===== config.mk =====
export PLATFORM = sky130hd
export DESIGN_NAME = pla_seq_eval
export DESIGN_NICKNAME = d
export VERILOG_FILES = /design/src/rtl/pla_seq_pkg.sv /design/src/rtl/pla_cube_match.sv /design/src/rtl/pla_seq_eval.sv
export SDC_FILE = /design/constraint.sdc
export NUM_CORES = 2
export LEC_CHECK = 0
export CAP_MARGIN = 5
export CELL_PAD_IN_SITES_DETAIL_PLACEMENT = 1
export CELL_PAD_IN_SITES_GLOBAL_PLACEMENT = 1
export CORE_MARGIN = 8
export CORE_UTILIZATION = 35
export CTS_BUF_LIST = sky130_fd_sc_hd__clkbuf_4 sky130_fd_sc_hd__clkbuf_8
export DETAILED_ROUTE_END_ITERATION = 8
export PLACE_DENSITY_LB_ADDON = 0.1
export SLEW_MARGIN = 20
export SYNTH_ARGS = -nofsm -noshare
export SYNTH_HDL_FRONTEND = slang
export SYNTH_SLANG_ARGS = --single-unit

===== constraint.sdc =====
create_clock -name clk -period 33 [get_ports clk]
set_input_delay 6.6 -clock clk [delete_from_list [all_inputs] [get_ports clk]]
set_output_delay 6.6 -clock clk [all_outputs]
set_load 0.01 [all_outputs]

===== src/rtl/pla_seq_pkg.sv =====
// Shared types and helpers for the programmable pipelined PLA evaluator.
package pla_seq_pkg;

    typedef enum logic [1:0] {
        OP_WR_CUBE = 2'b00,
        OP_WR_POL  = 2'b01,
        OP_CLEAR   = 2'b10,
        OP_INVAL   = 2'b11
    } cfg_op_e;

    typedef enum logic {
        ST_RUN   = 1'b0,
        ST_CLEAR = 1'b1
    } state_e;

    // Ceiling log2; clog2(1) = 0.
    function automatic int clog2(input int value);
        int result;
        int v;
        result = 0;
        v = value - 1;
        while (v > 0) begin
            result++;
            v = v >> 1;
        end
        return result;
    endfunction

endpackage


===== src/rtl/pla_cube_match.sv =====
// Match logic for a single product term: every cared-for input must equal its polarity bit.
module pla_cube_match #(
    parameter int NUM_IN = 16
) (
    input  logic              valid,
    input  logic [NUM_IN-1:0] care,
    input  logic [NUM_IN-1:0] pol,
    input  logic [NUM_IN-1:0] data,
    output logic              match
);

    assign match = valid & (&(~care | ~(data ^ pol)));

endmodule


===== src/rtl/pla_seq_eval.sv =====
// Run-time programmable sum-of-products evaluator with a 2-stage valid/ready pipeline
// and a per-result matched-cube count.
module pla_seq_eval
    import pla_seq_pkg::*;
#(
    parameter  int NUM_IN    = 16,
    parameter  int NUM_OUT   = 8,
    parameter  int NUM_CUBES = 32,
    localparam int AW        = (clog2(NUM_CUBES) > 1) ? clog2(NUM_CUBES) : 1,
    localparam int CW        = clog2(NUM_CUBES + 1)
) (
    input  logic               clk,
    input  logic               rst_n,
    input  logic               in_valid,
    output logic               in_ready,
    input  logic [NUM_IN-1:0]  in_data,
    output logic               out_valid,
    input  logic               out_ready,
    output logic [NUM_OUT-1:0] out_data,
    output logic [CW-1:0]      out_match_cnt,
    input  logic               cfg_valid,
    output logic               cfg_ready,
    input  logic [1:0]         cfg_op,
    input  logic [AW-1:0]      cfg_addr,
    input  logic [NUM_IN-1:0]  cfg_care,
    input  logic [NUM_IN-1:0]  cfg_pol,
    input  logic [NUM_OUT-1:0] cfg_omask,
    output logic               cfg_err,
    output logic               busy
);

    cfg_op_e              op;
    state_e               state_q, state_d;
    logic [AW-1:0]        clr_idx_q, clr_idx_d;
    logic                 cube_valid [NUM_CUBES];
    logic [NUM_IN-1:0]    cube_care  [NUM_CUBES];
    logic [NUM_IN-1:0]    cube_pol   [NUM_CUBES];
    logic [NUM_OUT-1:0]   cube_omask [NUM_CUBES];
    logic [NUM_OUT-1:0]   out_pol;
    logic [NUM_CUBES-1:0] match_now, s1_match;
    logic                 s1_valid, stall, s1_en, in_fire, cfg_fire, addr_ok;
    logic [NUM_OUT-1:0]   or_vec;
    logic [CW-1:0]        hit_cnt;

    // Handshakes: a transfer happens on a rising edge where valid & ready are both high.
    // Config is only taken with an empty pipeline and always wins over a new input.
    assign op        = cfg_op_e'(cfg_op);
    assign stall     = out_valid & ~out_ready;
    assign in_ready  = (state_q == ST_RUN) & ~cfg_valid & ~(stall & s1_valid);
    assign cfg_ready = (state_q == ST_RUN) & ~s1_valid & ~out_valid;
    assign in_fire   = in_valid & in_ready;
    assign cfg_fire  = cfg_valid & cfg_ready;
    assign s1_en     = ~stall | ~s1_valid;
    assign busy      = (state_q == ST_CLEAR);
    assign addr_ok   = (int'(cfg_addr) < NUM_CUBES);

    for (genvar i = 0; i < NUM_CUBES; i++) begin : g_cube
        pla_cube_match #(.NUM_IN(NUM_IN)) u_match (
            .valid (cube_valid[i]),
            .care  (cube_care[i]),
            .pol   (cube_pol[i]),
            .data  (in_data),
            .match (match_now[i])
        );
    end

    always_ff @(posedge clk or negedge rst_n) begin
        if (!rst_n) begin
            state_q   <= ST_RUN;
            clr_idx_q <= '0;
        end else begin
            state_q   <= state_d;
            clr_idx_q <= clr_idx_d;
        end
    end

    always_comb begin
        state_d   = state_q;
        clr_idx_d = clr_idx_q;
        case (state_q)
            ST_RUN: begin
                if (cfg_fire && op == OP_CLEAR) begin
                    state_d   = ST_CLEAR;
                    clr_idx_d = '0;
                end
            end
            ST_CLEAR: begin
                if (clr_idx_q == AW'(NUM_CUBES - 1)) state_d = ST_RUN;
                else clr_idx_d = clr_idx_q + 1'b1;
            end
            default: state_d = ST_RUN;
        endcase
    end

    // Out-of-range addresses match no index, so the table stays untouched.
    always_ff @(posedge clk or negedge rst_n) begin
        if (!rst_n) begin
            for (int i = 0; i < NUM_CUBES; i++) begin
                cube_valid[i] <= 1'b0;
                cube_care[i]  <= '0;
                cube_pol[i]   <= '0;
                cube_omask[i] <= '0;
            end
            out_pol <= '0;
            cfg_err <= 1'b0;
        end else begin
            for (int i = 0; i < NUM_CUBES; i++) begin
                if (busy && clr_idx_q == AW'(i)) begin
                    cube_valid[i] <= 1'b0;
                end else if (cfg_fire && cfg_addr == AW'(i)) begin
                    if (op == OP_WR_CUBE) begin
                        cube_valid[i] <= 1'b1;
                        cube_care[i]  <= cfg_care;
                        cube_pol[i]   <= cfg_pol;
                        cube_omask[i] <= cfg_omask;
                    end else if (op == OP_INVAL) begin
                        cube_valid[i] <= 1'b0;
                    end
                end
            end
            if (cfg_fire && op == OP_WR_POL) out_pol <= cfg_omask;
            cfg_err <= cfg_fire & (op == OP_WR_CUBE || op == OP_INVAL) & ~addr_ok;
        end
    end

    always_comb begin
        or_vec  = '0;
        hit_cnt = '0;
        for (int i = 0; i < NUM_CUBES; i++) begin
            if (s1_match[i]) begin
                or_vec  = or_vec | cube_omask[i];
                hit_cnt = hit_cnt + 1'b1;
            end
        end
    end

    always_ff @(posedge clk or negedge rst_n) begin
        if (!rst_n) begin
            s1_valid      <= 1'b0;
            s1_match      <= '0;
            out_valid     <= 1'b0;
            out_data      <= '0;
            out_match_cnt <= '0;
        end else begin
            if (s1_en) begin
                s1_valid <= in_fire;
                if (in_fire) s1_match <= match_now;
            end
            if (!stall) begin
                out_valid <= s1_valid;
                if (s1_valid) begin
                    out_data      <= or_vec ^ out_pol;
                    out_match_cnt <= hit_cnt;
                end
            end
        end
    end

endmodule


==> run_results.csv <==
group,metric,value,unit
global_routing,grt_overflow_total,0,
finish,nFillCells,19300,
route,drt-total-wl,236200,um
clocking,postCtsHoldBufs,0,
finish,syn_to_final_growth,13.01,%
sta,clock_skew,0.03999,ns
place,port_buffers,85,
critical_path,r2r-end,"out_match_cnt[5]",
yosys,syn_nets,5189,
pwr,ir_drop,52.43,uV
clocking,cts.htree.levels,4,
route,viasPerCell,5.474,
sta,max_freq,54.48,MHz
die,rows,158,
die,core_area,185400,um2
yosys,synth.yosys.warnings,0,
route,detail_route.wl_per_cell,30.29,um
global_routing,grt_pass1_vias,45740,
critical_path,critPathLaunch,"s1_match[0]",
yosys,synth-seq-cells,1374,
finish,finalCoreUtilization,0.3982,
run_status,status,"finished, final reports clean",
sta,rsz0062_at_grt,"no",
place,post-place-cells,7381,
critical_path,endpoint_kind,"flop",
die,floorplan.initialDensity,0.3524,
clocking,numClockSinks,1374,
die,die_w,448.1,um
sta,maxSlewHeadroom,0.2574,
clocking,cts_tree,"yes",
yosys,synth_cell_types,94,
clocking,cts-root-buf,"clkbuf_8",
critical_path,cpPeakStageDelay,0.74,ns
critical_path,r2r_start,"s1_match[0]",
critical_path,worst_path_max_delay_cell,"dfrtp_1",
critical_path,crit_required,33.85,ns
route,vias,42680,
clocking,clock_path_buffers,3,
yosys,synthXorXnorAreaFrac,0.09812,
clocking,post_cts_resized,0,
critical_path,crit_buf_inv,5,
yosys,synth_area_per_cell,12.87,um2
sta,finalCriticalPeriod,18.35,ns
yosys,syn-instance-count,5078,
yosys,muxShareOfSynthArea,0.2256,
sta,setup_viol,0,
yosys,synth_compound_area_frac,0.07248,
route,drc,0,
pwr,powerDensity,59.77,nW/um2
route,drt_iter0_drc,2708,
clocking,cts_setup_buffers,0,
die,die_area,200800,um2
place,gp_congestion,0.8160,
global_routing,grt_max_degree,151,
route,first_pass_iters,5,
hold_path,hold_class,"reg2reg",
hold_path,holdPathEnd,"out_data[4]",
global_routing,grt_use_total,0.2347,
finish,fin_nets,5252,
yosys,synth-seq-area-share,0.5262,
critical_path,critPathKind,"reg2reg",
clocking,cts_made_buffers,238,
critical_path,start_kind,"flop",
die,die_h,448.1,um
pwr,finalPower,4413,uW
sta,slew_viol_final,0,
pwr,leakage,0.03578,uW
critical_path,critPathTopFamily,"compound AO/OA/AOI/OAI gates",
critical_path,cp_max_fo,12,
clocking,path_clk_slew,0.06,ns
critical_path,cp_common_cell,"ha_1",
critical_path,r2r_slack,14.65,ns
yosys,synth_ff_type,"dfrtp_1",
yosys,async_flop_share,1.000,
sta,tightest_slew,1.105,ns
yosys,synth_top_family_by_area,"multiplexers",
hold_path,hold_depth,2,
hold_path,min_from,"out_data[4]",
sta,tns,0,ns
place,dpl.hpwl,138700,um
yosys,synth_edf_count,0,
finish,layout.cells.non_filler,7798,
yosys,syn_area,65340,um2
critical_path,cp.arrival,19.20,ns
route,antenna_left,0,
critical_path,reg2reg_depth,88,
sta,hold_violations,0,
finish,drive_above_1_share,0.3722,
clocking,worstSkewPairLatency,0.98,ns
sta,finalCritPeriodShare,0.5562,
die,ioPinCount,87,
global_routing,grt_pass1_wl,342700,um
flow_run,maxCapViolCount,0,
yosys,synth_fa_ha_area_frac,0.008541,
yosys,synthSimpleGateAreaFrac,0.04301,
global_routing,antenna_found_initial,28,
cell type report:
cell class,instances,area (um2),area share
clock buffers,386,4737,0.06416
diodes,9,22.52,0.0003050
well taps,2480,3103,0.04203
inverters,40,150.1,0.002033
flip-flops and latches,1374,34380,0.4657
repair buffers,229,1800,0.02438
clock inverters,22,177.7,0.002406
multi-input cells,3258,29460,0.3990
metrics by stage:
step / hold slack (ns) / setup slack, ns / cell area (um2)
final: 0.4854 / 14.65 / 73840
after global routing: 0.5095 / 12.93 / 73820
after CTS: 0.4892 / 14.54 / 73810
after detailed placement: 0.4748 / 14.61 / 68890
after global placement: 0.4631 / 14.98 / 68890
after floorplan: 0.4783 / 17.46 / 65340
Yosys cell counts (39+ instances only):
cell type  number  area [um2]
nor2_1        106       397.9
buf_1          68       255.2
mux2_2       1293       14560
nand2_1       203       762.0
ha_1           43       538.0
clkbuf_1      330        1239
a22o_1         67       586.8
nand4_1        93       581.8
xor2_1        551        4826
o21ai_0        67       335.3
xnor2_1       100       875.8
nor3_1         49       245.2
a22oi_1       195        1464
o31ai_1        39       292.8
dfrtp_1      1374       34380
a21oi_1        78       390.4
a221oi_1       66       578.1
power breakdown:
| part | switching [uW] | total [uW] | internal (uW) | leakage (uW) |
|---|---|---|---|---|
| sequential | 79.6 | 1880 | 1800 | 0.0190 |
| clock | 725 | 1630 | 910 | 0.00264 |
| combinational | 563 | 900 | 337 | 0.0141 |
| total | 1370 | 4410 | 3050 | 0.0358 |
registers in the layout (all words and copies together), names as in the netlist:
| register | cells |
|---|---|
| s1_valid | 1 |
| out_pol | 8 |
| cube_valid | 32 |
| cube_care | 512 |
| cube_omask | 256 |
| busy | 1 |
| clr_idx_q | 5 |
| out_valid | 1 |
| out_match_cnt | 6 |
| cube_pol | 512 |
| out_data | 8 |
| s1_match | 32 |
logic make-up (layout without fill, tap and decap cells):
logic type,after synthesis,count (layout)
buf+inv,446,677
xor+xnor,686,686
mux,1311,1311
simple gates,577,577
fa+ha+maj,45,45
compound gates,638,638
flops,1374,1374
other cells,1,10
per-layer routing:
| layer | global-route usage | wire (um) | share of wire |
|---|---|---|---|
| met5 | 0 | 13 | 0.000055 |
| met1 | 0.3233 | 106500 | 0.45 |
| met2 | 0.3876 | 112700 | 0.48 |
| met3 | 0.03027 | 9759 | 0.041 |
| met4 | 0.07060 | 7279 | 0.031 |
worst register-to-register path, delay by kind of cell, from the launching register on:
| family | cells | cell delay [ns] |
|---|---|---|
| AO/OA/AOI/OAI | 26 | 5.07 |
| adder cells (fa/ha/maj) | 15 | 4.49 |
| XOR/XNOR | 16 | 3.10 |
| AND/OR/NAND/NOR | 20 | 3.08 |
| multiplexers | 6 | 1.36 |
| flip-flops | 1 | 0.74 |
| buffers and inverters | 5 | 0.39 |
cells in the final DEF (no fill, tap or decap), drive strengths merged, types with 75 or more instances in the layout:
master	synthesis	routed
a21oi	78	78
a22oi	195	195
buf	76	194
clkbuf	330	386
dfrtp	1374	1374
mux2	1293	1293
nand2	205	205
nand4	93	93
nor2	107	107
o21ai	75	75
xnor2	119	119
xor2	558	558
how the worst max path moves through the flow:
stage / end / slack (ns) / cells after the start
global route: out_match_cnt[5] / 12.93 / 88
detailed placement: out_match_cnt[5] / 14.61 / 88
finish: out_match_cnt[5] / 14.65 / 88
floorplan: out_match_cnt[4] / 17.46 / 90
CTS: out_match_cnt[5] / 14.54 / 88
global placement: out_match_cnt[4] / 14.98 / 88
Note: power is estimated with default switching activity, not from simulation.
